[config.mk]
export PLATFORM = sky130hd
export DESIGN_NAME = sonar_echo_emulator
export DESIGN_NICKNAME = d
export VERILOG_FILES = /design/src/rtl/sonar_pkg.sv /design/src/rtl/sonar_cycle_timer.sv /design/src/rtl/sonar_echo_emulator.sv
export SDC_FILE = /design/constraint.sdc
export NUM_CORES = 1
export LEC_CHECK = 0
export ABC_CLOCK_PERIOD_IN_PS = 2800
export BUFFER_PORTS_ARGS = -buffer_cell sky130_fd_sc_hd__buf_2
export CAP_MARGIN = 20
export CORE_MARGIN = 2
export CORE_UTILIZATION = 61
export DETAILED_ROUTE_END_ITERATION = 10
export GPL_TIMING_DRIVEN = 0
export PLACE_DENSITY = 0.91
export SLEW_MARGIN = 20
export SYNTH_ARGS = -nofsm -noshare
export SYNTH_HDL_FRONTEND = slang
export SYNTH_SLANG_ARGS = --single-unit
[constraint.sdc]
create_clock -name clk -period 2.8 [get_ports clk]
set_clock_uncertainty 0.1 [all_clocks]
set_input_delay 0.56 -clock clk [delete_from_list [all_inputs] [get_ports clk]]
set_output_delay 0.56 -clock clk [all_outputs]
set_load 0.01 [all_outputs]
[src/rtl/sonar_pkg.sv]
// Shared definitions for the ultrasonic sensor emulator and its controller.
// Holds the emulator state encoding, the default timing constants at 100 MHz,
// and the helper that turns the sampled range inputs into an echo length.
package sonar_pkg;

    // Emulator states, in the order a measurement walks through them.
    typedef enum logic [2:0] {
        ST_IDLE    = 3'd0,
        ST_TRIG_HI = 3'd1,
        ST_BURST   = 3'd2,
        ST_ECHO    = 3'd3,
        ST_HOLDOFF = 3'd4
    } sonar_state_e;

    // Default timing at 100 MHz.
    localparam int unsigned SONAR_MIN_TRIG_CYC = 32'd1000;     // 10 us trigger
    localparam int unsigned SONAR_BURST_CYC    = 32'd20000;    // 200 us burst
    localparam int unsigned SONAR_TIMEOUT_CYC  = 32'd3800000;  // 38 ms no-object echo
    localparam int unsigned SONAR_HOLDOFF_CYC  = 32'd6000000;  // 60 ms dead time
    localparam int unsigned SONAR_CW           = 32'd24;

    // Echo high time: the requested length when an object is present,
    // otherwise the timeout; never longer than the timeout.
    function automatic int unsigned echo_cycles(input logic [15:0] len,
                                                input logic        obj,
                                                input int unsigned timeout);
        int unsigned l;
        l = obj ? {16'd0, len} : timeout;
        return (l > timeout) ? timeout : l;
    endfunction

endpackage

[src/rtl/sonar_cycle_timer.sv]
// Load/decrement interval timer with a zero flag.
// Ports:
//   clk, rst_n : clock, asynchronous active-low reset
//   load       : load load_val this cycle (takes priority over counting)
//   load_val   : value to load; the interval lasts load_val+1 cycles to zero
//   zero       : high while the count is zero
// The count stops at zero, so it never wraps.
module sonar_cycle_timer #(
    parameter int unsigned CW = 24
) (
    input  logic          clk,
    input  logic          rst_n,
    input  logic          load,
    input  logic [CW-1:0] load_val,
    output logic          zero
);

    localparam logic [CW-1:0] ONE = {{(CW-1){1'b0}}, 1'b1};

    logic [CW-1:0] count_r;

    // Count register: load, else decrement until zero.
    always_ff @(posedge clk or negedge rst_n) begin
        if (!rst_n) begin
            count_r <= {CW{1'b0}};
        end else if (load) begin
            count_r <= load_val;
        end else if (count_r != {CW{1'b0}}) begin
            count_r <= count_r - ONE;
        end else begin
            count_r <= count_r;
        end
    end

    assign zero = (count_r == {CW{1'b0}});

endmodule

[src/rtl/sonar_echo_emulator.sv]
// Ultrasonic sensor emulator: answers a trigger pulse with an echo pulse.
// Validates the trigger width, waits out the transmit burst, drives echo for
// the programmed time-of-flight (or the no-object timeout), then holds off.
// Ports:
//   clk, rst_n  : clock, asynchronous active-low reset
//   trig        : trigger from the controller (synchronous to clk)
//   echo_len    : echo width in cycles when an object is present
//   obj_present : 1 = use echo_len, 0 = timeout echo
//   echo        : echo pulse
//   busy        : high in every state except idle
//   trig_short  : one-cycle pulse when a too-short trigger is rejected
//   done        : one-cycle pulse when echo falls (or would have fallen)
module sonar_echo_emulator
    import sonar_pkg::*;
#(
    parameter int unsigned MIN_TRIG_CYC = SONAR_MIN_TRIG_CYC,
    parameter int unsigned BURST_CYC    = SONAR_BURST_CYC,
    parameter int unsigned TIMEOUT_CYC  = SONAR_TIMEOUT_CYC,
    parameter int unsigned HOLDOFF_CYC  = SONAR_HOLDOFF_CYC,
    parameter int unsigned CW           = SONAR_CW
) (
    input  logic        clk,
    input  logic        rst_n,
    input  logic        trig,
    input  logic [15:0] echo_len,
    input  logic        obj_present,
    output logic        echo,
    output logic        busy,
    output logic        trig_short,
    output logic        done
);

    localparam logic [CW-1:0] ONE      = {{(CW-1){1'b0}}, 1'b1};
    localparam logic [CW-1:0] MIN_C    = CW'(MIN_TRIG_CYC);
    // Timer loads are one less than the interval: the timer reaches zero
    // on the interval's last edge.
    localparam logic [CW-1:0] BURST_LD = CW'(BURST_CYC - 32'd1);
    localparam logic [CW-1:0] HOLD_LD  = CW'(HOLDOFF_CYC - 32'd1);

    sonar_state_e  state_r;
    logic          trig_q_r;
    logic [CW-1:0] width_r;
    logic [CW-1:0] len_r;
    logic          echo_r;
    logic          busy_r;
    logic          trig_short_r;
    logic          done_r;

    logic          rise_s;
    logic          fall_s;
    logic          width_ok_s;
    logic [CW-1:0] len_s;
    logic          tmr_load_s;
    logic [CW-1:0] tmr_val_s;
    logic          tmr_zero_s;

    assign rise_s     = trig & ~trig_q_r;
    assign fall_s     = ~trig & trig_q_r;
    assign width_ok_s = (width_r >= MIN_C);
    assign len_s      = CW'(echo_cycles(echo_len, obj_present, TIMEOUT_CYC));

    // Timer load decode: each interval is armed on the edge that enters it.
    always_comb begin
        tmr_load_s = 1'b0;
        tmr_val_s  = {CW{1'b0}};
        case (state_r)
            ST_TRIG_HI: begin
                if (fall_s && width_ok_s) begin
                    tmr_load_s = 1'b1;
                    tmr_val_s  = BURST_LD;
                end else begin
                    tmr_load_s = 1'b0;
                end
            end
            ST_BURST: begin
                if (tmr_zero_s) begin
                    tmr_load_s = 1'b1;
                    // A zero-length echo skips straight to hold-off.
                    tmr_val_s  = (len_r != {CW{1'b0}}) ? (len_r - ONE) : HOLD_LD;
                end else begin
                    tmr_load_s = 1'b0;
                end
            end
            ST_ECHO: begin
                if (tmr_zero_s) begin
                    tmr_load_s = 1'b1;
                    tmr_val_s  = HOLD_LD;
                end else begin
                    tmr_load_s = 1'b0;
                end
            end
            default: begin
                tmr_load_s = 1'b0;
            end
        endcase
    end

    sonar_cycle_timer #(.CW(CW)) u_timer (
        .clk      (clk),
        .rst_n    (rst_n),
        .load     (tmr_load_s),
        .load_val (tmr_val_s),
        .zero     (tmr_zero_s)
    );

    // Measurement FSM with registered outputs.
    always_ff @(posedge clk or negedge rst_n) begin
        if (!rst_n) begin
            state_r      <= ST_IDLE;
            trig_q_r     <= 1'b1;   // a trig already high at release is not an edge
            width_r      <= {CW{1'b0}};
            len_r        <= {CW{1'b0}};
            echo_r       <= 1'b0;
            busy_r       <= 1'b0;
            trig_short_r <= 1'b0;
            done_r       <= 1'b0;
        end else begin
            trig_q_r     <= trig;
            trig_short_r <= 1'b0;
            done_r       <= 1'b0;
            case (state_r)
                ST_IDLE: begin
                    if (rise_s) begin
                        state_r <= ST_TRIG_HI;
                        width_r <= ONE;
                        busy_r  <= 1'b1;
                    end else begin
                        busy_r  <= 1'b0;
                    end
                end
                ST_TRIG_HI: begin
                    if (fall_s) begin
                        if (width_ok_s) begin
                            len_r   <= len_s;
                            state_r <= ST_BURST;
                        end else begin
                            trig_short_r <= 1'b1;
                            busy_r       <= 1'b0;
                            state_r      <= ST_IDLE;
                        end
                    end else if (width_r < MIN_C) begin
                        width_r <= width_r + ONE;
                    end else begin
                        width_r <= width_r;
                    end
                end
                ST_BURST: begin
                    if (tmr_zero_s) begin
                        if (len_r != {CW{1'b0}}) begin
                            echo_r  <= 1'b1;
                            state_r <= ST_ECHO;
                        end else begin
                            done_r  <= 1'b1;
                            state_r <= ST_HOLDOFF;
                        end
                    end else begin
                        state_r <= ST_BURST;
                    end
                end
                ST_ECHO: begin
                    if (tmr_zero_s) begin
                        echo_r  <= 1'b0;
                        done_r  <= 1'b1;
                        state_r <= ST_HOLDOFF;
                    end else begin
                        state_r <= ST_ECHO;
                    end
                end
                ST_HOLDOFF: begin
                    if (tmr_zero_s) begin
                        busy_r  <= 1'b0;
                        state_r <= ST_IDLE;
                    end else begin
                        state_r <= ST_HOLDOFF;
                    end
                end
                default: begin
                    state_r <= ST_IDLE;
                    echo_r  <= 1'b0;
                    busy_r  <= 1'b0;
                end
            endcase
        end
    end

    assign echo       = echo_r;
    assign busy       = busy_r;
    assign trig_short = trig_short_r;
    assign done       = done_r;

endmodule

Yosys cells after proc, flatten, opt, wreduce, memory -nomap -nowiden
Index checks and enable logic that the tools add are counted.
{"block": "word_totals", "word_cells": 86, "out_inout_bits": 4, "inputBits": 20, "register_bits": 80}
{"block": "op_classes", "n_lt_le_gt_ge": 3, "add_sub_neg": 3, "n_reduce_logical": 14, "n_mux": 38, "bitwise_logic": 6, "n_eq_ne": 13}
{"op": "$mux 24", "n": 7}
{"op": "$pmux 24 s3", "n": 1}
{"op": "$pmux 24 s2", "n": 1}
{"op": "$reduce_bool 24->1", "n": 2}
{"op": "$sub 24x1->24 const B", "n": 2}
{"op": "$mux 22", "n": 2}
{"op": "$add 24x1->24 const B", "n": 1}
{"op": "$ge 24x10->1 const B", "n": 1}
{"op": "$logic_not 24->1", "n": 1}
{"op": "$lt 24x10->1 const B", "n": 1}
{"op": "$mux 23", "n": 1}
{"op": "$gt 22x22->1 const B", "n": 1}
{"op": "$mux 3", "n": 6}
{"op": "$ne 2x2->1 const B", "n": 9}
{"op": "$mux 15", "n": 1}
{"op": "$pmux 3 s5", "n": 1}
{"op": "$mux 1", "n": 13}
{"op": "$reduce_and 4->1", "n": 3}
{"op": "$eq 3x2->1 const B", "n": 2}
{"op": "$not 1->1", "n": 4}
{"op": "$pmux 1 s2", "n": 2}
{"op": "$pmux 1 s4", "n": 1}
{"op": "$reduce_bool 2->1", "n": 2}
{"op": "$eq 3x1->1 const B", "n": 1}
{"op": "10 further kinds", "n": 11}

Depth between registers and ports, before layout
Gate-level depths: netlist (run 1).
{"block": "depth", "word_depth": 6, "mapped_depth": 8}

Hierarchy
Synthesis (run 1) repeated with hierarchy kept, for this count alone.
{"block": "hier_totals", "hier_cells": 448, "hier_area_um2": 4184.0}
{"module": "sonar_echo_emulator", "cells_per_inst": 301, "instances": 1, "area_per_inst_um2": 2732.6}
{"module": "sonar_cycle_timer", "cells_per_inst": 147, "instances": 1, "area_per_inst_um2": 1451.4}

Worst setup path before layout (run 1)
Ideal clock, no wire load.
{"block": "synth_timing", "kind": "register to register", "start": "reg u_timer.count_r[0]", "end": "reg u_timer.count_r[18]", "arrival_time_ns": 1.984, "stages_incl_launch_ff": 7, "setup_time_ns": 0.078, "n_path_buf": 0, "path_slack_ns": 0.639, "synth_period_minus_slack_ns": 2.161, "required_time_ns": 2.622, "cell_sequence": "dfrtp_1 -> inv_1 -> ha_1 -> nor4b_1 -> nand3_1 -> or4_1 -> a21oi_1"}
{"block": "synth_via", "elab_chain_cells": 4, "elab_cells_between_ends": 10, "cone_classes": "1 x add/sub; 6 x mux; 3 x reduce/logical"}
{"element": "start, declared", "line": "sonar_cycle_timer.sv:20", "source": "logic [CW-1:0] count_r;"}
{"element": "start signal, assigned", "line": "sonar_cycle_timer.sv:25", "source": "count_r <= {CW{1'b0}};"}
{"element": "start signal, assigned", "line": "sonar_cycle_timer.sv:27", "source": "count_r <= load_val;"}
{"element": "start signal, assigned", "line": "sonar_cycle_timer.sv:29", "source": "count_r <= count_r - ONE;"}
{"element": "branches (longest 4 deep; another with $sub 24x1->24)"}
Parallel ways; which one is timed is not known. The select of a mux whose other input is x is not followed.
A chain may end at the register's enable or synchronous reset.

Final worst setup path (run 1)
{"block": "layout_timing", "start": "reg u_timer.count_r[14]", "end": "reg state_r[0]"}
{"block": "layout_via", "elab_chain_cells": 3, "elab_cells_between_ends": 4, "cone_classes": "3 x mux; 1 x reduce/logical"}
{"element": "$logic_not 24->1 (*)", "line": "sonar_cycle_timer.sv:35", "source": "assign zero = (count_r == {CW{1'b0}});"}
{"element": "$mux 3 (on tied branches)", "line": "sonar_echo_emulator.sv:161, sonar_echo_emulator.sv:148"}
{"element": "$pmux 3 s5 (*)", "line": "sonar_echo_emulator.sv:121", "source": "case (state_r)"}
{"element": "end signal, assigned", "line": "sonar_echo_emulator.sv:124", "source": "state_r <= ST_TRIG_HI;"}
{"element": "end signal, assigned", "line": "sonar_echo_emulator.sv:164", "source": "state_r <= ST_HOLDOFF;"}
{"element": "end signal, assigned", "line": "sonar_echo_emulator.sv:166", "source": "state_r <= ST_ECHO;"}
{"element": "end, declared", "line": "sonar_echo_emulator.sv:40", "source": "sonar_state_e state_r;"}
Every way passes the cells marked *; elsewhere a longest branch is shown, timed or not.

==> reports/summary.txt, run 1 <==
Status: finished, final reports clean
Pins Over Slew Limit: 0
R2R cell count: 5
DR pass1 iterations: 5
All-Layer GR Usage: 28.00%
Clock Tree Root: clkbuf_8
Die Ht: 85.08 um
Layout cells sized above 1: 14.77%
Critical Path Max Stage Delay: 0.53 ns
Worst reg2reg path startpoint: u_timer.count_r[14]
Mapped Area: 4010 sq um
Final setup viols: 0
Sw Ratio: 37.66%
Crit path time final: 2.656 ns
Post-synthesis register bit count: 73
Antenna cells: 0
CP required: 2.96 ns
Achievable Freq: 0.3765 GHz
WP data arrival: 2.81 ns
RSZ-0062 raised after global routing: no
Die X: 85.08 um
Max-cap violations: 0
Initial DRC Count: 370
Syn Inst Count: 435
Die area: 7239 sq um
Core area: 6350 sq um
Post-Route WL: 9.767 mm
Critical Path, Cell by Cell: nor4_2, nand4_1, nor2_2, nand3_1, a221oi_1
Worst vdd ir: 0.0006901 V
Postcts setup bufs: 0
Number of synthesized flops with an enable pin: 0
Avg Inst Size Synth: 9.219 sq um
Util after Layout: 70.76%
Drt wl/cell: 17.73 um
DRC violations left: 0
Hold-fix buffers, CTS: 0
HPWL Detailed: 6.645 mm
Synth Net Count: 460
# rows: 29
CTS Buf Count: 9
Startpoint Class: flip-flop
Clock buffer depth: 2
Sequential Area: 1828 sq um
Hold WS: 0.02589 ns
Pleak: 0.001877 uW
Psw: 1506 uW
Multi-input logic area: 2017 sq um
Worst-margin pin slew: 0.8340 ns
Slowest cell on the critical path: nor2_2
Maximum number of pins on one net before global-route repair: 41
Sink Count: 73
Post-route cell area: 4493 sq um
Internal: 2492 uW
Starting density of the core: 63.15%
Share of flip-flops with an asynchronous set or reset: 100.0%
Post-synth top flop: dfrtp_1
Initial antenna violation count: 0
Power density cells: 889.9 nW/um^2
R2R setup slack: 0.14 ns
Combinational fraction of design power: 31.9%
DR vias/cell: 6.543
CP Max Fanout: 10
Area contributors post-synth: dfrtp_1 45%, xnor2_1 4.4%, nor2_1 3.8%, a21oi_1 2.6%, nand2_1 2.6%
Vias in the first global route: 3553
Global route overflow: 0
Nets: 494
GPL Wtd Cong: 0.8766
Synth area leader: dfrtp_1
# fillers: 465
Post-route ant nets: 0
Total Power: 3998 uW
First-pass GRT wire length: 16.28 mm
Via count: 3605
Setup Total Neg Slack: 0 ns
Kind of critical path: reg2reg
Clk_lat worst skew: 0.36 ns
Hold Path Class: in2async
Placed Area: 4239 sq um
Crit end category: flip-flop
Clk network pwr share: 25.3%
Area growth from synthesis to layout: 12.04%
Fin crit share: 94.87%
CTS clk-pin slew, worst paths: 0.09 ns
Endpoints failing hold: 0
Yosys top cell area share: 44.93%
I/O Buffers: 22
Sequential share of the synthesized area: 45.59%
# IOs: 24
R2r endpoint: state_r[0]
H-tree Lvls: 3
Ys Warns: 0
CTS tree: built
Unique masters post-synth: 61
Slew headroom: 43.89%
Sequential fraction of design power: 42.8%
-- cells in the mapped netlist (5+ instances only) --
master and instances:
dfrtp_1 72, o22ai_1 10, inv_1 23, xnor2_1 20, nor2_1 41, nor4_1 16
nand2_1 28, or2_2 5, o211ai_1 6, buf_2 9, o31ai_1 7, nor2b_1 9
xor2_1 7, or4_1 9, clkbuf_1 12, a21oi_1 21, nand4_1 7, nand3_1 19
nor3_1 12, a31oi_1 12, o21ai_0 14, and3_1 6, ha_1 5
-- routing by layer --
metal / track usage (%) / routed length (um) / vias up
li1: - / - / 1655
met4: 8.802 / 151 / 0
met5: 0 / 0 / -
met1: 37.35 / 4156 / 1754
met3: 6.128 / 653 / 19
met2: 45.95 / 4805 / 177
-- power by group through the flow --
stage          Combinational, uW  Sequential, uW  Clock [uW]
3_3_place_gp                1160            1670           0
3_5_place_dp                1230            1710           0
4_1_cts                     1260            1690        1020
2_1_floorplan                948            1620           0
5_1_grt                     1410            1750        1060
6_report                    1280            1710        1010
-- registers in the layout, summed over array words and instances (netlist names) --
| register | flops |
|---|---|
| u_timer.count_r | 24 |
| trig_q_r | 1 |
| trig_short | 1 |
| len_r | 17 |
| busy | 1 |
| width_r | 24 |
| echo | 1 |
| done | 1 |
| state_r | 3 |
-- through the flow --
stage | setup slack [ns] | cells
floorplan | 0.6387 | 435
global placement | 0.2364 | 534
detailed placement | 0.1417 | 535
CTS | 0.1117 | 551
global route | 0.02230 | 551
finish | 0.1437 | 551
-- cell type report --
type | instances | area share, %
multi-input cells | 318 | 44.89
flip-flops and latches | 73 | 40.68
repair buffers | 23 | 2.952
clock buffers | 9 | 2.757
clock inverters | 7 | 2.646
well taps | 77 | 2.144
plain buffers | 21 | 2.005
inverters | 23 | 1.921
-- critical path, delay by kind of cell, from the launching register on --
family           cells  cell delay, ns
AO/OA/AOI/OAI        1            0.34
AND/OR/NAND/NOR      4            1.68
flip-flops           1            0.44
-- cells by family (layout without fill, tap and decap cells) --
group,after synthesis,after routing,share of synthesized area [%]
and+or+nand+nor,179,179,24.12
AOI/OAI and AO/OA,106,106,18.19
DFF,73,73,45.59
buffers and inverters,44,83,4.399
xor gates and xnor gates,27,27,5.897
adders and majority gates,5,5,1.560
muxes,1,1,0.2496
-- worst max-delay path by stage --
stage / start / end / slack (ns)
finish: u_timer.count_r[14] / state_r[0] / 0.14
global route: u_timer.count_r[10] / state_r[0] / 0.02
CTS: len_r[0] / u_timer.count_r[1] / 0.11
detailed placement: len_r[0] / u_timer.count_r[1] / 0.14
global placement: len_r[0] / u_timer.count_r[1] / 0.24
floorplan: u_timer.count_r[0] / u_timer.count_r[18] / 0.64
-- layout by cell type, fill, tap and decap left out, types with 10 or more instances in the layout --
| master | netlist | routed |
|---|---|---|
| a21oi_1 | 21 | 21 |
| nor2_1 | 41 | 41 |
| buf_2 | 9 | 30 |
| a31oi_1 | 12 | 12 |
| o21ai_0 | 14 | 14 |
| clkbuf_1 | 12 | 12 |
| nor4_1 | 16 | 16 |
| o22ai_1 | 10 | 10 |
| nand2_1 | 28 | 28 |
| xnor2_1 | 20 | 20 |
| inv_1 | 23 | 23 |
| nand3_1 | 19 | 19 |
| nor3_1 | 12 | 12 |
| dfrtp_1 | 72 | 72 |
-- repair_timing --
| action | 4_1_cts | 5_1_grt |
|---|---|---|
| endpoints found under the hold margin | 0 | 0 |
| resized for setup | 0 | 2 |
| endpoints found under the setup margin | 0 | 4 |
(Power assumes the default switching activity.)
==> run 2, diff against run 1 <==
SYNTH_HIERARCHICAL = 1   (was unset)
==> reports/summary.txt, run 2 <==
Power density cells: 449.2 nW/um^2
CTS Buf Count: 9
Max-cap violations: 0
Die X: 86.82 um
CTS clk-pin slew, worst paths: 0.07 ns
Synth Net Count: 473
Sequential Area: 1828 sq um
HPWL Detailed: 6.462 mm
Commonest non-fill, non-tap cells in the layout: 72 x dfrtp_1, 60 x nand2_1, 37 x o21ai_0
Initial DRC Count: 269
Slew headroom: 36.46%
Worst vdd ir: 0.0003816 V
Commonest non-fill, non-tap cell in the layout: dfrtp_1
I/O Buffers: 23
Layout cells sized above 1: 17.31%
Slowest cell on the critical path: or4b_4
Core area: 6719 sq um
DR pass1 iterations: 5
Share of flip-flops with an asynchronous set or reset: 100.0%
Unique masters post-synth: 63
Hold Path Class: in2reg
Pleak: 0.002122 uW
Die Ht: 86.82 um
Setup Total Neg Slack: 0 ns
Setup WS post-layout: 0.07723 ns
Number of synthesized flops with an enable pin: 0
Avg Inst Size Synth: 9.339 sq um
Drt wl/cell: 16.48 um
Final setup viols: 0
Post-synthesis register bit count: 73
Initial antenna violation count: 0
Status: finished, final reports clean
H-tree Lvls: 3
Die area: 7538 sq um
Starting density of the core: 62.27%
Kind of critical path: reg2reg
Place WS: -0.4611 ns
CP Max Fanout: 19
Util after Layout: 69.78%
Antenna cells: 0
Ys Warns: 6
Most frequent cell after synthesis: dfrtp_1
All-Layer GR Usage: 26.69%
Area contributors post-synth: dfrtp_1 43%, nand2_1 5.6%, o21ai_0 4.4%, xnor2_1 4.0%, nor4_4 3.6%
GPL Wtd Cong: 0.9120
Global route overflow: 0
Area growth from synthesis to layout: 12.05%
Yosys top cell area share: 43.06%
Achievable Freq: 0.3673 GHz
Clock buffer depth: 2
Post-route cell area: 4688 sq um
Post-route ant nets: 0
Crit path time final: 2.723 ns
Critical Path Max Stage Delay: 0.50 ns
Syn Inst Count: 448
Post-synth top cells: 72 x dfrtp_1, 62 x nand2_1, 37 x o21ai_0
# IOs: 24
Sink Count: 73
Vias in the first global route: 3264
Clk_lat worst skew: 0.35 ns
Endpoints failing hold: 0
# fillers: 463
Multi-input logic area: 2257 sq um
CP required: 2.94 ns
CTS tree: built
Via count: 3440
Critical Path, Cell by Cell: inv_1, ha_1, or4b_4, nor4_4, nand2_2, clkinv_4, nand2_8, nand2_1, clkbuf_4, inv_2, mux2_2
Nets: 511
WP data arrival: 2.86 ns
DR vias/cell: 6.025
Synth area leader: dfrtp_1
Startpoint Class: flip-flop
# rows: 30
DRC violations left: 0
Post-synth top flop: dfrtp_1
Worst-margin pin slew: 0.9452 ns
First-pass GRT wire length: 15.56 mm
Placed Area: 4441 sq um
Mapped Area: 4184 sq um
Top flop regs: u_timer/count_r: 24 flops, width_r: 24 flops, len_r: 17 flops
Clock Tree Root: clkbuf_8
Maximum number of pins on one net before global-route repair: 62
Crit end category: flip-flop
Pins Over Slew Limit: 0
Fin crit share: 97.24%
Total Power: 2106 uW
Sequential share of the synthesized area: 43.69%
Post-Route WL: 9.408 mm
## run 2: cells by family after synthesis
group | share of synthesized area, %
other | 0.08963
multiplexers | 1.615
adder cells (fa/ha/maj) | 1.495
AND/OR/NAND/NOR | 27.96
XOR/XNOR | 6.489
flip-flops | 43.69
buffers and inverters | 3.200
AO/OA/AOI/OAI | 15.46
## run 2: layout make-up
cell class                 instances  area share (%)
multi-input combinational        341           48.15
clock buffer                      14           3.469
sequential                        73           38.99
inverter                          15           1.308
timing repair buffer              28           3.790
clock inverter                     2          0.2669
tap                               80           2.135
buffer                            18           1.895
## run 2: path summary, 6_finish.rpt
kind	start	to	slack, ns	cells after the start
setup reg to reg	u_timer/count_r[1]	u_timer/count_r[19]	0.08	11
hold / removal	trig	trig_q_r	0.23	1
setup / recovery	u_timer/count_r[1]	u_timer/count_r[19]	0.08	11
max in group asynchronous	rst_n	trig_q_r	1.53	3
hold reg to reg	width_r[18]	width_r[18]	0.39	1
min in group asynchronous	rst_n	u_timer/count_r[3]	0.50	2
## run 2: metrics by stage
step	cells	hold slack [ns]
after floorplan	448	0.1644
after global placement	551	0.3665
after detailed placement	552	0.3318
after CTS	569	0.2167
after global routing	571	0.2233
final	571	0.2333
## run 2: routing by layer
| layer | GRT usage [%] | routed length (um) | vias to the layer above |
|---|---|---|---|
| li1 | - | - | 1655 |
| met3 | 4.190 | 448 | 27 |
| met5 | 0 | 0 | - |
| met2 | 41.50 | 4471 | 129 |
| met4 | 11.79 | 199 | 0 |
| met1 | 37.09 | 4289 | 1629 |
## run 2: worst max-delay path: cells and delay by family (launching register included)
| family | cells | cell delay, ns |
|---|---|---|
| fa+ha+maj | 1 | 0.14 |
| mux | 1 | 0.28 |
| buf+inv | 4 | 0.52 |
| simple gates | 5 | 1.16 |
| flops | 1 | 0.40 |
## run 2: power breakdown
part | internal (uW) | switching (uW) | total [uW]
clock | 370 | 382 | 752
combinational | 86.4 | 140 | 227
sequential | 1090 | 36.0 | 1130
## run 2: timing repair
item | CTS | global route
hold endpoints to repair | 12 | 0
gates resized for setup | 5 | 15
pin swaps | 1 | 2
buffers inserted | 1 | 2
setup endpoints to repair | 24 | 24
hold buffers | 1 | 0
==> run 3, diff against run 2 <==
GPL_TIMING_DRIVEN = unset   (was 0)
==> reports/summary.txt, run 3 (same netlist as run 2, synthesis figures left out) <==
Worst reg2reg path startpoint: u_timer/count_r[0]
Critical Path Max Stage Delay: 0.50 ns
Drt wl/cell: 16.56 um
Hold WS: 0.1399 ns
Nets: 499
Buf+Inv Stages, Crit Path: 3
Clk_lat worst skew: 0.35 ns
Initial antenna violation count: 0
Fin cells: 559
WP data arrival: 2.86 ns
CP top delay family: simple AND/OR/NAND/NOR gates
Via count: 3378
Clock Tree Root: clkbuf_8
# rows: 30
Die Ht: 86.82 um
Layout cells sized above 1: 16.91%
Dpl cells: 543
Commonest non-fill, non-tap cells in the layout: 72 x dfrtp_1, 61 x nand2_1, 37 x o21ai_0
Initial DRC Count: 356
Global route overflow: 0
Die X: 86.82 um
Status: finished, final reports clean
Post-Route WL: 9.256 mm
Starting density of the core: 62.27%
CTS Buf Count: 9
Vias in the first global route: 3244
# IOs: 24
Postcts setup bufs: 0
CP Max Fanout: 18
I/O Buffers: 23
H-tree Lvls: 3
CTS tree: built
Core area: 6719 sq um
Fin crit share: 95.71%
Setup Total Neg Slack: 0 ns
Crit path time final: 2.680 ns
DR pass1 iterations: 6
Worst vdd ir: 0.0004354 V
Antenna cells: 0
Commonest non-fill, non-tap cell in the layout: dfrtp_1
All-Layer GR Usage: 26.42%
GPL Wtd Cong: 0.9418
Startpoint Class: flip-flop
Clock buffer depth: 2
Maximum number of pins on one net before global-route repair: 74
DRC violations left: 0
Power density cells: 473.0 nW/um^2
CTS clk-pin slew, worst paths: 0.07 ns
DR vias/cell: 6.043
Area growth from synthesis to layout: 10.74%
RSZ-0062 raised after global routing: no
Slew headroom: 60.80%
Crit. Startpoint: u_timer/count_r[0]
Critical Path, Cell by Cell: inv_1, ha_1, or4b_4, nor4_4, nand2_1, inv_2, nand2_2, buf_4, a21oi_1, a22o_1
Final setup viols: 0
Kind of critical path: reg2reg
Post-route ant nets: 0
HPWL Detailed: 6.283 mm
Top flop regs: u_timer/count_r: 24 flops, width_r: 24 flops, len_r: 17 flops
Max-cap violations: 0
Worst-margin pin slew: 0.5731 ns
Achievable Freq: 0.3731 GHz
Slowest cell on the critical path: or4b_4
Die area: 7538 sq um
Pleak: 0.002108 uW
CP required: 2.98 ns
First-pass GRT wire length: 15.61 mm
Pins Over Slew Limit: 0
Hold Path Class: in2async
Endpoints failing hold: 0
Crit end category: flip-flop
Sink Count: 73
## run 3: changes by cell type in the layout (fill, tap and decap cells not counted), moves of 2 or more
| cell | before | now |
|---|---|---|
| buf_4 | 7 | 10 |
| clkbuf_1 | 13 | 3 |
| inv_1 | 12 | 14 |
| clkbuf_4 | 2 | 0 |
## run 3: power breakdown
part / switching, uW / internal (uW) / leakage (uW)
Clock: 384 / 462 / 0.0000969
Combinational: 126 / 81.9 / 0.00106
Sequential: 46.4 / 1090 / 0.000952
Total: 557 / 1640 / 0.00211
## run 3: repair_timing
action,CTS,global route
hold buffers,0,0
endpoints found under the hold margin,0,0
resized for setup,0,1
endpoints found under the setup margin,0,18
## run 3: final cells by class
class | count | area (sq um)
clock inverters | 2 | 37.54
flip-flops and latches | 73 | 1828
repair buffers | 34 | 210.2
clock buffers | 14 | 162.7
inverters | 15 | 56.30
fillers | 470 | 2086
well taps | 80 | 100.1
multi-input cells | 341 | 2238
## run 3: per-stage QoR
stage	area, sq um	setup slack, ns	power, uW	utilization [%]
floorplan	4195	0.03371	1282	-
global placement	4427	0.2584	1350	65.88
detailed placement	4427	0.2128	1366	65.88
CTS	4627	0.1812	2200	68.86
global route	4633	0.02674	2278	68.96
finish	4633	0.1201	2192	68.96
## run 3: worst paths after layout
path                                             to  slack, ns  cells past startpoint
worst max-delay path            u_timer/count_r[20]       0.12                     10
worst min-delay path                    width_r[13]       0.14                      2
worst max register to register  u_timer/count_r[20]       0.12                     10
worst min register to register          width_r[16]       0.39                      1
max in group asynchronous                  trig_q_r       2.13                      2
min in group clk                           trig_q_r       0.22                      1
## run 3: routing by layer
layer / up-vias / routed length (um) / track usage [%]
met1: 1608 / 4073 / 36.29
met5: - / 0 / 0
met2: 124 / 4453 / 42.33
met4: 0 / 195 / 8.239
li1: 1626 / - / -
met3: 20 / 535 / 5.333
